## src/rtl/note_voice_alloc_pkg.sv

```systemverilog
// Shared synth-engine definitions for the MIDI-side voice allocator.
//   - engine-wide VOICES / V_WIDTH defaults and MIDI field widths
//   - allocator FSM state encoding
//   - note event payload and HOLD counter width helper
package note_voice_alloc_pkg;

    localparam int unsigned VOICES_DEF  = 8;
    localparam int unsigned V_WIDTH_DEF = 3;
    localparam int unsigned KEY_W       = 8;
    localparam int unsigned VEL_W       = 8;

    typedef enum logic [1:0] {
        ST_IDLE  = 2'd0,
        ST_SCAN  = 2'd1,
        ST_ISSUE = 2'd2,
        ST_HOLD  = 2'd3
    } state_e;

    // Accepted event; 'on' already folds velocity-zero note-ons into note-offs.
    typedef struct packed {
        logic             on;
        logic [KEY_W-1:0] key;
        logic [VEL_W-1:0] vel;
    } note_ev_t;

    // HOLD counter must be able to count up to HOLD_CYCLES.
    function automatic int unsigned hold_cnt_w(input int unsigned hold_cycles);
        return $clog2(hold_cycles + 1);
    endfunction

endpackage

```

## src/rtl/voice_match_scan.sv

```systemverilog
// Sequential slot scanner: examines one voice slot per enabled cycle in
// ascending order and records the lowest matching slot and the lowest free slot.
// Ports:
//   clk, rst_n        clock, async active-low reset
//   start_i           clear index and trackers (event accepted)
//   en_i              scan the slot at the current index this cycle
//   key_i             key being searched for
//   keys_on_i         per-voice gate vector
//   key_tab_i         per-voice key table
//   scan_last_c_o     current cycle scans the final slot (combinational)
//   match_vld_o/idx_o lowest active slot holding key_i
//   free_vld_o/idx_o  lowest inactive slot
module voice_match_scan
    import note_voice_alloc_pkg::*;
#(
    parameter int unsigned VOICES  = VOICES_DEF,
    parameter int unsigned V_WIDTH = V_WIDTH_DEF
) (
    input  logic                          clk,
    input  logic                          rst_n,
    input  logic                          start_i,
    input  logic                          en_i,
    input  logic [KEY_W-1:0]              key_i,
    input  logic [VOICES-1:0]             keys_on_i,
    input  logic [VOICES-1:0][KEY_W-1:0]  key_tab_i,
    output logic                          scan_last_c_o,
    output logic                          match_vld_o,
    output logic [V_WIDTH-1:0]            match_idx_o,
    output logic                          free_vld_o,
    output logic [V_WIDTH-1:0]            free_idx_o
);

    logic [V_WIDTH-1:0] idx_q, idx_d;
    logic               match_vld_q, match_vld_d;
    logic [V_WIDTH-1:0] match_idx_q, match_idx_d;
    logic               free_vld_q, free_vld_d;
    logic [V_WIDTH-1:0] free_idx_q, free_idx_d;

    // Tracker update: first hit wins, so later slots never overwrite a result.
    always_comb begin
        idx_d       = idx_q;
        match_vld_d = match_vld_q;
        match_idx_d = match_idx_q;
        free_vld_d  = free_vld_q;
        free_idx_d  = free_idx_q;
        if (start_i) begin
            idx_d       = '0;
            match_vld_d = 1'b0;
            match_idx_d = '0;
            free_vld_d  = 1'b0;
            free_idx_d  = '0;
        end else if (en_i) begin
            if (!match_vld_q && keys_on_i[idx_q] && (key_tab_i[idx_q] == key_i)) begin
                match_vld_d = 1'b1;
                match_idx_d = idx_q;
            end
            if (!free_vld_q && !keys_on_i[idx_q]) begin
                free_vld_d = 1'b1;
                free_idx_d = idx_q;
            end
            idx_d = idx_q + V_WIDTH'(1);
        end
    end

    always_ff @(posedge clk or negedge rst_n) begin
        if (!rst_n) begin
            idx_q       <= '0;
            match_vld_q <= 1'b0;
            match_idx_q <= '0;
            free_vld_q  <= 1'b0;
            free_idx_q  <= '0;
        end else begin
            idx_q       <= idx_d;
            match_vld_q <= match_vld_d;
            match_idx_q <= match_idx_d;
            free_vld_q  <= free_vld_d;
            free_idx_q  <= free_idx_d;
        end
    end

    assign scan_last_c_o = en_i && (idx_q == V_WIDTH'(VOICES - 1));
    assign match_vld_o   = match_vld_q;
    assign match_idx_o   = match_idx_q;
    assign free_vld_o    = free_vld_q;
    assign free_idx_o    = free_idx_q;

endmodule

```

## src/rtl/note_voice_alloc.sv

```systemverilog
// Voice allocator / event sequencer. Accepts note-on/off events over
// valid/ready, assigns them to voice slots, and presents a held output bundle
// to the voice-engine sync stage.
// Ports:
//   sys_clk, reset_reg_N          clock, async active-low reset
//   ev_valid/ev_ready             event handshake
//   ev_on, ev_key, ev_vel         event payload
//   note_on                       high while a note-on update is presented
//   cur_key_adr/val, cur_vel_on   slot, key and velocity of the last update
//   keys_on                       per-voice gate
//   busy                          allocator not idle
module note_voice_alloc
    import note_voice_alloc_pkg::*;
#(
    parameter int unsigned VOICES      = VOICES_DEF,
    parameter int unsigned V_WIDTH     = V_WIDTH_DEF,
    parameter int unsigned HOLD_CYCLES = 64
) (
    input  logic               sys_clk,
    input  logic               reset_reg_N,
    input  logic               ev_valid,
    output logic               ev_ready,
    input  logic               ev_on,
    input  logic [KEY_W-1:0]   ev_key,
    input  logic [VEL_W-1:0]   ev_vel,
    output logic               note_on,
    output logic [V_WIDTH-1:0] cur_key_adr,
    output logic [KEY_W-1:0]   cur_key_val,
    output logic [VEL_W-1:0]   cur_vel_on,
    output logic [VOICES-1:0]  keys_on,
    output logic               busy
);

    localparam int unsigned HCW = hold_cnt_w(HOLD_CYCLES);

    state_e                         state_q, state_d;
    note_ev_t                       ev_q;
    logic [V_WIDTH-1:0]             steal_q;
    logic [HCW-1:0]                 hold_cnt_q;
    logic [VOICES-1:0][KEY_W-1:0]   key_tab_q;

    logic               note_on_q;
    logic [V_WIDTH-1:0] cur_key_adr_q;
    logic [KEY_W-1:0]   cur_key_val_q;
    logic [VEL_W-1:0]   cur_vel_on_q;
    logic [VOICES-1:0]  keys_on_q;

    logic               scan_last_c;
    logic               match_vld, free_vld;
    logic [V_WIDTH-1:0] match_idx, free_idx;

    logic               accept_c, scan_en_c, hold_last_c;
    logic               issue_on_c, issue_off_c, use_steal_c;
    logic [V_WIDTH-1:0] target_c;

    voice_match_scan #(
        .VOICES  (VOICES),
        .V_WIDTH (V_WIDTH)
    ) u_scan (
        .clk           (sys_clk),
        .rst_n         (reset_reg_N),
        .start_i       (accept_c),
        .en_i          (scan_en_c),
        .key_i         (ev_q.key),
        .keys_on_i     (keys_on_q),
        .key_tab_i     (key_tab_q),
        .scan_last_c_o (scan_last_c),
        .match_vld_o   (match_vld),
        .match_idx_o   (match_idx),
        .free_vld_o    (free_vld),
        .free_idx_o    (free_idx)
    );

    // State register
    always_ff @(posedge sys_clk or negedge reset_reg_N) begin
        if (!reset_reg_N) state_q <= ST_IDLE;
        else              state_q <= state_d;
    end

    // Next-state logic; an unmatched note-off skips HOLD entirely.
    always_comb begin
        state_d = state_q;
        case (state_q)
            ST_IDLE:  if (ev_valid)    state_d = ST_SCAN;
            ST_SCAN:  if (scan_last_c) state_d = ST_ISSUE;
            ST_ISSUE: state_d = (!ev_q.on && !match_vld) ? ST_IDLE : ST_HOLD;
            ST_HOLD:  if (hold_last_c) state_d = ST_IDLE;
            default:  state_d = ST_IDLE;
        endcase
    end

    // FSM decodes and ISSUE target selection: match, then free, then steal.
    always_comb begin
        ev_ready    = (state_q == ST_IDLE);
        busy        = (state_q != ST_IDLE);
        accept_c    = ev_ready && ev_valid;
        scan_en_c   = (state_q == ST_SCAN);
        hold_last_c = (state_q == ST_HOLD) && (hold_cnt_q == HCW'(HOLD_CYCLES - 1));
        issue_on_c  = (state_q == ST_ISSUE) && ev_q.on;
        issue_off_c = (state_q == ST_ISSUE) && !ev_q.on && match_vld;
        use_steal_c = issue_on_c && !match_vld && !free_vld;
        target_c    = match_vld ? match_idx : (free_vld ? free_idx : steal_q);
    end

    // Event latch, steal pointer, hold counter and output bundle.
    always_ff @(posedge sys_clk or negedge reset_reg_N) begin
        if (!reset_reg_N) begin
            ev_q          <= '0;
            steal_q       <= '0;
            hold_cnt_q    <= '0;
            note_on_q     <= 1'b0;
            cur_key_adr_q <= '0;
            cur_key_val_q <= '0;
            cur_vel_on_q  <= '0;
            keys_on_q     <= '0;
        end else begin
            if (accept_c) begin
                ev_q.on  <= ev_on && (ev_vel != '0);
                ev_q.key <= ev_key;
                ev_q.vel <= ev_vel;
            end
            if (state_q == ST_ISSUE)     hold_cnt_q <= '0;
            else if (state_q == ST_HOLD) hold_cnt_q <= hold_cnt_q + HCW'(1);
            if (use_steal_c) steal_q <= steal_q + V_WIDTH'(1);
            if (issue_on_c) begin
                keys_on_q[target_c] <= 1'b1;
                cur_key_adr_q       <= target_c;
                cur_key_val_q       <= ev_q.key;
                cur_vel_on_q        <= ev_q.vel;
                note_on_q           <= 1'b1;
            end else if (issue_off_c) begin
                keys_on_q[target_c] <= 1'b0;
                cur_key_adr_q       <= target_c;
                cur_key_val_q       <= ev_q.key;
                note_on_q           <= 1'b0;
            end else if (hold_last_c) begin
                note_on_q <= 1'b0;
            end
        end
    end

    // Key table has no reset; keys_on qualifies every entry.
    always_ff @(posedge sys_clk) begin
        if (issue_on_c) key_tab_q[target_c] <= ev_q.key;
    end

    assign note_on     = note_on_q;
    assign cur_key_adr = cur_key_adr_q;
    assign cur_key_val = cur_key_val_q;
    assign cur_vel_on  = cur_vel_on_q;
    assign keys_on     = keys_on_q;

endmodule
```

## config.mk

```make
export PLATFORM = sky130hd
export DESIGN_NAME = note_voice_alloc
export DESIGN_NICKNAME = d
export VERILOG_FILES = /design/src/rtl/note_voice_alloc_pkg.sv /design/src/rtl/voice_match_scan.sv /design/src/rtl/note_voice_alloc.sv
export SDC_FILE = /design/constraint.sdc
export NUM_CORES = 1
export LEC_CHECK = 0
export CELL_PAD_IN_SITES_DETAIL_PLACEMENT = 2
export CELL_PAD_IN_SITES_GLOBAL_PLACEMENT = 2
export CORE_ASPECT_RATIO = 1.25
export CORE_MARGIN = 8
export CORE_UTILIZATION = 43
export CTS_CLUSTER_SIZE = 28
export DETAILED_ROUTE_END_ITERATION = 10
export GPL_TIMING_DRIVEN = 0
export PLACE_DENSITY = 0.89
export SLEW_MARGIN = 40
export SYNTH_ARGS = -nofsm -noshare
export SYNTH_HDL_FRONTEND = slang
export SYNTH_SLANG_ARGS = --single-unit
export TNS_END_PERCENT = 100
```

## constraint.sdc

```tcl
create_clock -name sys_clk -period 5 [get_ports sys_clk]
set_clock_uncertainty 0.15 [all_clocks]
set_input_delay 0.5 -clock sys_clk [delete_from_list [all_inputs] [get_ports sys_clk]]
set_output_delay 0.5 -clock sys_clk [all_outputs]
set_load 0.03 [all_outputs]
```

After elaboration in Yosys (flattened, before gate mapping)

Cells that the tools add are included.

Add/sub/neg operators: 3
$lt $le $gt $ge: 3
Eq/ne operators: 9
Multiplexer cells: 41
Bitwise gates (word level): 3
Reduce and logical (&&, ||, !) cells: 30

Operators with widths:

| operator                                           | number |
|---|---|
| bitwise mux 64 bit                                 | 1 |
| 2-to-1 mux 8 bit                                   | 6 |
| 2-to-1 mux 3 bit                                   | 12 |
| binary-select mux 8 bit (select 3 bit)             | 1 |
| demux 8 bit (select 3 bit)                         | 1 |
| logical AND 1 bit                                  | 14 |
| 2-to-1 mux 7 bit                                   | 2 |
| nonzero test 2 bit                                 | 6 |
| 2-to-1 mux 1 bit                                   | 11 |
| bitwise AND 8 bit                                  | 1 |
| == test 8 bit                                      | 1 |
| < comparator 3 x 4 -> 1 bit, second input constant | 2 |
| 2-to-1 mux 2 bit                                   | 4 |
| NOT 8 bit                                          | 1 |
| bitwise OR 8 bit                                   | 1 |
| one-hot mux 2 bit (4 select lines)                 | 1 |
| nonzero test 8 bit                                 | 1 |
| adder 7 x 1 -> 7 bit, second input constant        | 1 |
| == test 7 x 6 -> 1 bit, second input constant      | 1 |
| adder 3 x 1 -> 3 bit, second input constant        | 2 |
| inequality test 2 bit, second input constant       | 3 |
| == test 2 bit, second input constant               | 2 |
| zero test 1 bit                                    | 4 |
| AND reduction 2 bit                                | 2 |
| other kinds (8)                                    | 8 |

Flip-flop bits (word level): 132
Bits of input ports: 20
Word-level logic and storage cells: 113

Longest topological paths before layout

Gate-level depths: netlist of run 1.

Word-level depth: 10
Mapped depth: 8

By module

From an unflattened synthesis of run 1, not the netlist that was laid out.

Cells, all modules: 374
Area total of the unflattened synthesis: 5609.1 sq um

By module, submodules not included:

| module           | instances | cells each | area an instance (sq um) |
|---|---|---|---|
| note_voice_alloc | 1         | 272        | 4408.0 |
| voice_match_scan | 1         | 102        | 1201.2 |

Worst setup path before layout of run 1

OpenSTA, ideal clock, no wires.

Kind: register to register
Start: register state_q[1]
End: register key_tab_q[32] (netlist name) (enable)
Arrival: 1.872 ns
Required time: 4.480 ns
Setup slack: 2.608 ns
Cell stages (with the launch flop): 7
Buffers on the path: 1
Period minus slack after synthesis: 2.392 ns
Path through: dfrtp_1 > inv_1 > nor2_1 > nand2_1 > or2_2 > clkbuf_1 > nor2_1

Word-level cells in the longest chain between the ends: 2

Ends and longest elaborated chain:

| what                           | line                    | text |
|---|---|---|
| start: declaration             | note_voice_alloc.sv:36  | `state_e state_q, state_d;` |
| start signal: assignment       | note_voice_alloc.sv:77  | `else state_q <= state_d;` |
| == test 2 bit                  | note_voice_alloc.sv:99  | `issue_on_c = (state_q == ST_ISSUE) && ev_q.on;` |
| logical AND 1 bit              | note_voice_alloc.sv:99  |  |
| end signal: indexed assignment | note_voice_alloc.sv:144 | `if (issue_on_c) key_tab_q[target_c] <= ev_q.key;` |
| end: declaration               | note_voice_alloc.sv:40  | `logic [VOICES-1:0][KEY_W-1:0] key_tab_q;` |

Every way passes these cells.
A chain may end at the register's enable or synchronous reset.

Worst setup path after layout of run 1

Start: register state_q[1]
End: register key_tab_q[39] (netlist name) (enable)

Same word-level chain as after synthesis.

==> results of run 1 <==
==> per-stage QoR <==
stage          cell area (sq um)  std cells  util, %  power (mW)  setup WS [ns]
5_1_grt                     6820        679     54.1        2.41           1.44
2_1_floorplan               5510        428        -        1.15           2.61
3_5_place_dp                6240        646     49.5        1.18           1.67
6_report                    6820        679     54.1        2.35           1.63
4_1_cts                     6810        679     54.0        2.37           1.56
3_3_place_gp                6210        645     49.3        1.18           1.02
==> routing by layer <==
| layer | track usage (%) | wire (microns) | part of all wire, % |
|---|---|---|---|
| met1 | 25.1 | 6700 | 38 |
| met5 | 0 | 0 | 0 |
| met4 | 10.5 | 489 | 2.8 |
| met3 | 4.46 | 658 | 3.8 |
| met2 | 40.5 | 9640 | 55 |
==> path summary, 6_finish.rpt <==
path                        startpoint       endpoint  depth (start not counted)
min in group sys_clk           ev_q[0]        ev_q[0]                          2
max in group asynchronous  reset_reg_N       ev_q[15]                          3
setup / recovery            state_q[1]  key_tab_q[39]                          6
setup reg to reg            state_q[1]  key_tab_q[39]                          6
hold reg to reg                ev_q[0]        ev_q[0]                          2
hold / removal             reset_reg_N  hold_cnt_q[2]                          2
==> power by group <==
group          switching (mW)  internal [mW]
Combinational          0.0166         0.0163
Clock                   0.505          0.684
Sequential                  0           1.13
Total                   0.522           1.83
==> kinds of logic after synthesis <==
kind of cell	after synthesis	share of synthesized area, %
compound gates	59	6.40
xor+xnor	8	1.27
fa+ha+maj	4	0.908
buf+inv	23	2.18
flops	132	65.8
mux	50	11.6
simple gates	152	11.9
==> worst max-delay path: cells and delay by family, from the launching register on <==
| kind | cells | cell delay (ns) |
|---|---|---|
| DFF | 1 | 0.40 |
| and+or+nand+nor | 4 | 2.04 |
| buffers and inverters | 2 | 0.41 |
==> layout by cell type, fill, tap and decap left out, types with 7 or more instances in the layout <==
cell type	synthesis	layout
edfxtp_1	64	64
mux2i_1	31	31
clkbuf_16	0	17
nand3_1	7	7
dfrtp_1	68	68
nor2_2	0	7
mux4_2	10	10
nand2_1	105	105
xor2_1	7	7
clkdlybuf4s50_1	0	48
a22oi_1	7	7
o21ai_0	32	32
clkbuf_1	12	12
nor2_1	18	11
mux2_2	9	9
==> synthesized netlist by cell type, drive strengths merged (6+ instances only) <==
master | count | area (sq um)
nand2 | 105 | 394
dfrtp | 68 | 1700
mux2 | 9 | 101
inv | 6 | 22.5
a22oi | 7 | 52.6
edfxtp | 64 | 1920
mux2i | 31 | 310
a22o | 6 | 52.6
mux4 | 10 | 225
o21ai | 33 | 165
a21oi | 6 | 30.0
nand3 | 7 | 35.0
clkbuf | 12 | 45.0
nor2 | 18 | 67.6
xor2 | 7 | 61.3
==> flip-flops by register name, summed over array words and instances (netlist names), named ones only <==
signal and flops:
key_tab_q 64, ev_q 17, cur_key_val 8, cur_vel_on 8, hold_cnt_q 7, cur_key_adr 3, steal_q 3, u_scan.free_idx_o 3
u_scan.idx_q 3, u_scan.match_idx_o 3, state_q 2, note_on 1, u_scan.free_vld_o 1, u_scan.match_vld_o 1
==> layout make-up <==
type	count	area (sq um)
buffer	17	97.6
clock buffer	17	425
clock inverter	15	130
fill	1164	5780
inverter	6	22.5
multi-input combinational	273	1780
sequential	132	3620
tap	168	210
timing repair buffer	51	529
==> repair_timing <==
item                       4_1_cts  5_1_grt
setup endpoints to repair        0        0
gates resized for setup          0        0
hold buffers                     1        0
hold endpoints to repair        12        0
==> reports/results.ini, run 1 <==
[setup_path]
start_kind=register
r2r_slack_ns=1.63
cp_cell_sequence=inv_1, nor2_1, nand2_1, or2_2, clkbuf_1, nor2_1
worstPathMaxFanout=10
crit_path_top_delay_cell=nor2_1
required_ns=4.90
critPathArrivalTime_ns=3.27
cp-end-kind=register
crit_top_cell=nor2_1
critPathKind=register to register
slowest_delay_ns=0.71

[detailed_routing]
drc=0
vias=3862
routed_wl_microns=17500
dr.pass1.iters=5
drtAntennaViolNets=0
detail_route.iter0.violations=174
vias_per_cell=5.69
wire_per_inst_microns=25.8

[yosys]
ys_seq_elements=132
syn_area_per_cell_sq_um=12.9
async_flop_share_pct=51.5
yosysWarnings=0
synth_edf_count=64
synth_seq_area_share_pct=65.8
synth-main-ff-cell=dfrtp_1
synth_area_sq_um=5510
syn_nets=452
postSynthCellCount=428
synth.distinct_cells=38

[die]
die_area_sq_um=16700
die_w_microns=117
core_area_sq_um=12600
initial_core_util_pct=43.7
rows=46
io_pins=50
die_h_microns=143

[cts]
cts-root-buf=clkbuf_16
cts_sinks=132
path_clk_slew_ns=0.06
clock_path_buffers=2
cts_tree=done
post_cts_buffers=0
insertion_delay_ns=0.43
htreeDepth=4
cts_buffers=17

[run_status]
status=finished clean

[place]
globalplace.congestion=0.739
post-dp-hpwl_microns=11300
io_buffer_count=49

[grt]
antenna_found_initial=0
grt_max_degree=57
grt_remaining_overflow=0
grt_pass1_wl_microns=27200
grt_pass1_vias=4469
grt.total_usage_pct=22.7

[timing]
tightest_slew_ns=0.850
slew_headroom_pct=43.1
max_freq_ghz=0.297
hold_viol=0
slew_violations=0
final.period_utilization_pct=67.3
post-route-min-period_ns=3.37
setup_viol=0
holdWs_ns=0.320
rsz0062_at_grt=no
fin_setup_tns_ns=0

[job]
drv_cap=0

[pwr]
leakage_nw=2.63
ir_worst_vdd_mv=0.172
p_per_area_nw_per_um2=345

[cells_and_area]
final_nets=522
insertedDiodeCount=0
drive_gt1_share_pct=12.9
area_growth_pct=23.8

[hold_path]
worstHoldPathType=input pin to asynchronous set/reset pin

No activity file was read; power rests on OpenSTA's default activity.
==> run 2: changes to the inputs <==
- CORE_UTILIZATION: 43 -> 40
- PLACE_DENSITY: 0.89 -> 0.84
- clock period: 5 -> 3.5 ns (I/O delays scaled with it)
==> reports/results.ini, run 2 (synthesis gave the netlist of run 1 again) <==
[cells_and_area]
num-fill-cells=1312  ; +13%
reg.largest.list=key_tab_q (64), ev_q (17)
drive_gt1_share_pct=12.5  ; -0.39 points
final_cell_mix=nand2_1 (105), dfrtp_1 (68), edfxtp_1 (64)
area_growth_pct=25.0
insertedDiodeCount=0  ; unchanged
final_nets=522  ; unchanged
final_common_cell=nand2_1
largest_register_ffs=64  ; unchanged
top_register=key_tab_q

[setup_path]
start_kind=register
cp-end-kind=register
required_ns=3.41  ; -1.49 ns
worstPathMaxFanout=10  ; unchanged
critPathKind=register to register
critPathArrivalTime_ns=3.13  ; -0.14 ns

[job]
drv_cap=0  ; unchanged

[die]
core_area_sq_um=13600  ; +8.2%
initial_core_util_pct=40.4  ; -3.3 points
die_area_sq_um=17800  ; +6.6%
rows=48  ; +4.3%
die_h_microns=147  ; +3.3%
die_w_microns=121  ; +3.2%
io_pins=50  ; unchanged

[pwr]
leakage_nw=2.68  ; +1.8%
ir_worst_vdd_mv=0.309  ; +80%
p_per_area_nw_per_um2=508  ; +47%

[timing]
final.period_utilization_pct=92.1  ; +25 points
rsz0062_at_grt=no
setup_viol=0  ; unchanged
slew_violations=0  ; unchanged
slew_headroom_pct=45.2  ; +2.1 points
fin_setup_tns_ns=0  ; unchanged
hold_viol=0  ; unchanged
tightest_slew_ns=0.819  ; -0.0310 ns
post-route-min-period_ns=3.22  ; -0.143 ns
max_freq_ghz=0.310  ; +4.4%
holdWs_ns=0.124  ; -0.196 ns

[place]
post-dp-hpwl_microns=11300  ; +0.44%
io_buffer_count=49  ; unchanged
globalplace.congestion=0.751  ; +1.7%

[cts]
clock_path_buffers=2  ; unchanged
cts_tree=done
cts_buffers=17  ; unchanged
cts_sinks=132  ; unchanged
path_clk_slew_ns=0.06  ; about the same
htreeDepth=4  ; unchanged
cts-root-buf=clkbuf_16
post_cts_buffers=0  ; unchanged
insertion_delay_ns=0.43  ; about the same

[grt]
grt.total_usage_pct=19.7  ; -3.0 points
antenna_found_initial=0  ; unchanged
grt_pass1_wl_microns=26200  ; -3.8%
grt_pass1_vias=4412  ; -1.3%
grt_max_degree=62  ; +8.8%
grt_remaining_overflow=0  ; unchanged

[hold_path]
worstHoldPathType=input pin to asynchronous set/reset pin

[detailed_routing]
dr.pass1.iters=4  ; -1
detail_route.iter0.violations=136  ; -22%
routed_wl_microns=16400  ; -6.4%
vias_per_cell=5.47  ; -3.8%
drtAntennaViolNets=0  ; unchanged
drc=0  ; unchanged
wire_per_inst_microns=23.9  ; -7.4%
vias=3753  ; -2.8%

[run_status]
status=finished clean

[run 2: cell type report]
class / count / area (sq um) / share of cell area, %
tap: 175 / 219 / 3.18
timing repair buffer: 51 / 529 / 7.69
multi-input combinational: 273 / 1780 / 25.8
buffer: 17 / 97.6 / 1.42
sequential: 132 / 3620 / 52.6
clock buffer: 23 / 532 / 7.72
clock inverter: 9 / 86.3 / 1.25
inverter: 6 / 22.5 / 0.327
[run 2: per-stage QoR]
stage          util (%)  area (sq um)  std cells  power [mW]  setup slack, ns
5_1_grt            50.5          6890        686        3.58           0.0531
2_1_floorplan         -          5510        428        1.65             1.11
4_1_cts            50.4          6880        686        3.53           0.0219
3_3_place_gp       45.6          6220        652        1.69           -0.342
3_5_place_dp       45.8          6250        653        1.69           0.0681
6_report           50.5          6890        686        3.50            0.277
[run 2: final timing paths]
| check | start | to | slack, ns | cells past startpoint |
|---|---|---|---|---|
| worst max-delay path | state_q[1] | key_tab_q[36] | 0.28 | 6 |
| min in group sys_clk | ev_key[2] | ev_q[10] | 0.32 | 3 |
| worst min-delay path | reset_reg_N | hold_cnt_q[2] | 0.12 | 2 |
| worst min register to register | cur_key_val[2] | cur_key_val[2] | 0.34 | 2 |
| max in group asynchronous | reset_reg_N | ev_q[11] | 2.56 | 3 |
| worst max register to register | state_q[1] | key_tab_q[36] | 0.28 | 6 |
[run 2: repair_timing]
action | 4_1_cts | 5_1_grt
resized for setup | 0 | 2
hold buffers | 1 | 0
hold endpoints to repair | 68 | 0
setup endpoints to repair | 0 | 16
[run 2: power breakdown]
part / switching, mW / internal (mW)
combinational: 0.0221 / 0.0232
sequential: 0 / 1.62
clock: 0.690 / 1.14
total: 0.712 / 2.78
[run 2: worst max-delay path, stage by stage, from the launching register on]
cell,delay (ns)
dfrtp_1,0.40
inv_1,0.18
nor2_1,0.43
nand2_1,0.43
or2_2,0.42
clkbuf_1,0.30
nor2_2,0.54
[run 2: metal layers]
metal / GRT usage, % / vias up / share of wire [%]
met5: 0 / - / 0
met4: 9.02 / 0 / 2.5
met3: 4.19 / 36 / 2.5
met2: 35.6 / 64 / 56
met1: 21.4 / 1981 / 39
li1: - / 1672 / -
==> run 3: changes to the inputs <==
- ABC_CLOCK_PERIOD_IN_PS: not set -> 3500
- SLEW_MARGIN: 40 -> 5
==> reports/results.ini, run 3 (synthesis gave the netlist of run 1 again) <==
[timing]
slew_violations=0  ; unchanged
final.period_utilization_pct=95.0  ; +2.9 points
rsz0062_at_grt=no
max_freq_ghz=0.301  ; -3.0%
setup_viol=0  ; unchanged
fin_setup_tns_ns=0  ; unchanged
tightest_slew_ns=0.937  ; +0.118 ns
slew_headroom_pct=37.3  ; -7.9 points
post-route-min-period_ns=3.32  ; +0.100 ns
hold_viol=0  ; unchanged

[cells_and_area]
reg.largest.list=key_tab_q (64), ev_q (17)
insertedDiodeCount=0  ; unchanged
final_nets=521  ; -0.19%
drive_gt1_share_pct=12.5  ; +0.025 points
final_cell_mix=nand2_1 (105), dfrtp_1 (68), edfxtp_1 (64)
largest_register_ffs=64  ; unchanged
area_growth_pct=24.0
top_register=key_tab_q
stdcell_count=685  ; -0.15%
final_common_cell=nand2_1
utilization_pct=50.1  ; -0.39 points

[detailed_routing]
top_layer_used=met4
met1_length_microns=6780  ; +5.7%
vias_per_cell=5.53  ; +1.1%
drc=0  ; unchanged
routed_wl_microns=17100  ; +4.4%
drtAntennaViolNets=0  ; unchanged
wl_met2_microns=9360  ; +2.6%
wire_per_inst_microns=25.0  ; +4.6%
met3_length_microns=519  ; +24%
detail_route.iter0.violations=169  ; +24%
vias=3788  ; +0.93%
dr.pass1.iters=4  ; unchanged

[cts]
cts-root-buf=clkbuf_16
insertion_delay_ns=0.42  ; about the same
cts_sinks=132  ; unchanged
clock_path_buffers=2  ; unchanged
cts_tree=done
cts_buffers=17  ; unchanged
path_clk_slew_ns=0.06  ; about the same
htreeDepth=4  ; unchanged
post_cts_buffers=0  ; unchanged

[die]
rows=48  ; unchanged
io_pins=50  ; unchanged
die_w_microns=121  ; unchanged
initial_core_util_pct=40.4  ; unchanged
die_h_microns=147  ; unchanged
die_area_sq_um=17800  ; unchanged
core_area_sq_um=13600  ; unchanged

[setup_path]
worstPathMaxFanout=10  ; unchanged
start_kind=register
required_ns=3.40  ; about the same
cp-end-kind=register
critPathKind=register to register
critPathArrivalTime_ns=3.23  ; +0.10 ns

[pwr]
leakage_nw=2.65  ; -0.95%
p_per_area_nw_per_um2=509  ; +0.23%
ir_worst_vdd_mv=0.343  ; +11%

[grt]
grt_max_degree=69  ; +11%
grt_remaining_overflow=0  ; unchanged
grt_pass1_vias=4432  ; +0.45%
antenna_found_initial=0  ; unchanged
grt_pass1_wl_microns=27000  ; +3.1%
grt.total_usage_pct=20.1  ; +0.38 points

[run_status]
status=finished clean

[job]
drv_cap=0  ; unchanged

[place]
io_buffer_count=49  ; unchanged
globalplace.congestion=0.751  ; unchanged
dp_cells=652  ; -0.15%
post-dp-hpwl_microns=11200  ; -0.63%

[hold_path]
worstHoldPathType=input pin to register

[run 3: cell count changes in the layout (fill, tap and decap cells not counted), sizes merged]
cell,previous run,this run
inv,8,15
clkbuf,35,31
clkinv,6,3
buf,7,6
[run 3: worst paths after layout]
check | start | end | slack (ns) | depth (start not counted)
worst min-delay path | ev_key[2] | ev_q[10] | 0.33 | 3
min in group asynchronous | reset_reg_N | hold_cnt_q[2] | 0.44 | 2
worst max-delay path | state_q[1] | key_tab_q[32] | 0.18 | 6
worst min register to register | cur_key_val[2] | cur_key_val[2] | 0.33 | 2
max in group asynchronous | reset_reg_N | ev_q[9] | 2.19 | 2
worst max register to register | state_q[1] | key_tab_q[32] | 0.18 | 6
[run 3: power by group]
group          total (mW)  internal, mW  switching [mW]
Sequential           1.62          1.62               0
Combinational      0.0404        0.0196          0.0209
Clock                1.82          1.06           0.760
Total                3.48          2.70           0.780
[run 3: routing by layer]
| layer | GRT usage, % | vias up |
|---|---|---|
| met3 | 3.49 | 30 |
| met2 | 36.0 | 88 |
| met4 | 8.20 | 0 |
| met5 | 0 | - |
| met1 | 22.9 | 2002 |
| li1 | - | 1668 |
[run 3: final cells by class]
class                   count  area, sq um
fillers                  1291         6800
well taps                 175          219
clock buffers              19          464
inverters                   6         22.5
clock inverters            13          133
repair buffers             50          498
flip-flops and latches    132         3620
multi-input cells         273         1780
plain buffers              17         97.6
[run 3: stage by stage]
step	hold slack, ns	power [mW]	instance area, sq um	worst slack [ns]
2_1_floorplan	-0.0956	1.65	5510	1.11
3_3_place_gp	0.306	1.69	6220	-0.342
3_5_place_dp	0.320	1.69	6220	0.0481
4_1_cts	0.319	3.50	6830	0.0434
5_1_grt	0.351	3.54	6830	0.0630
6_report	0.326	3.48	6830	0.177
[run 3: what timing repair did]
item	4_1_cts	5_1_grt
resized for setup	3	1
hold buffers	1	0
hold endpoints to repair	68	0
endpoints found under the setup margin	24	8
[run 3: critical path, stage by stage (launching register included)]
cell	delay, ns
dfrtp_1	0.42
inv_1	0.17
nor2_1	0.51
nand2_1	0.46
or2_2	0.42
clkbuf_1	0.28
nor2_2	0.55
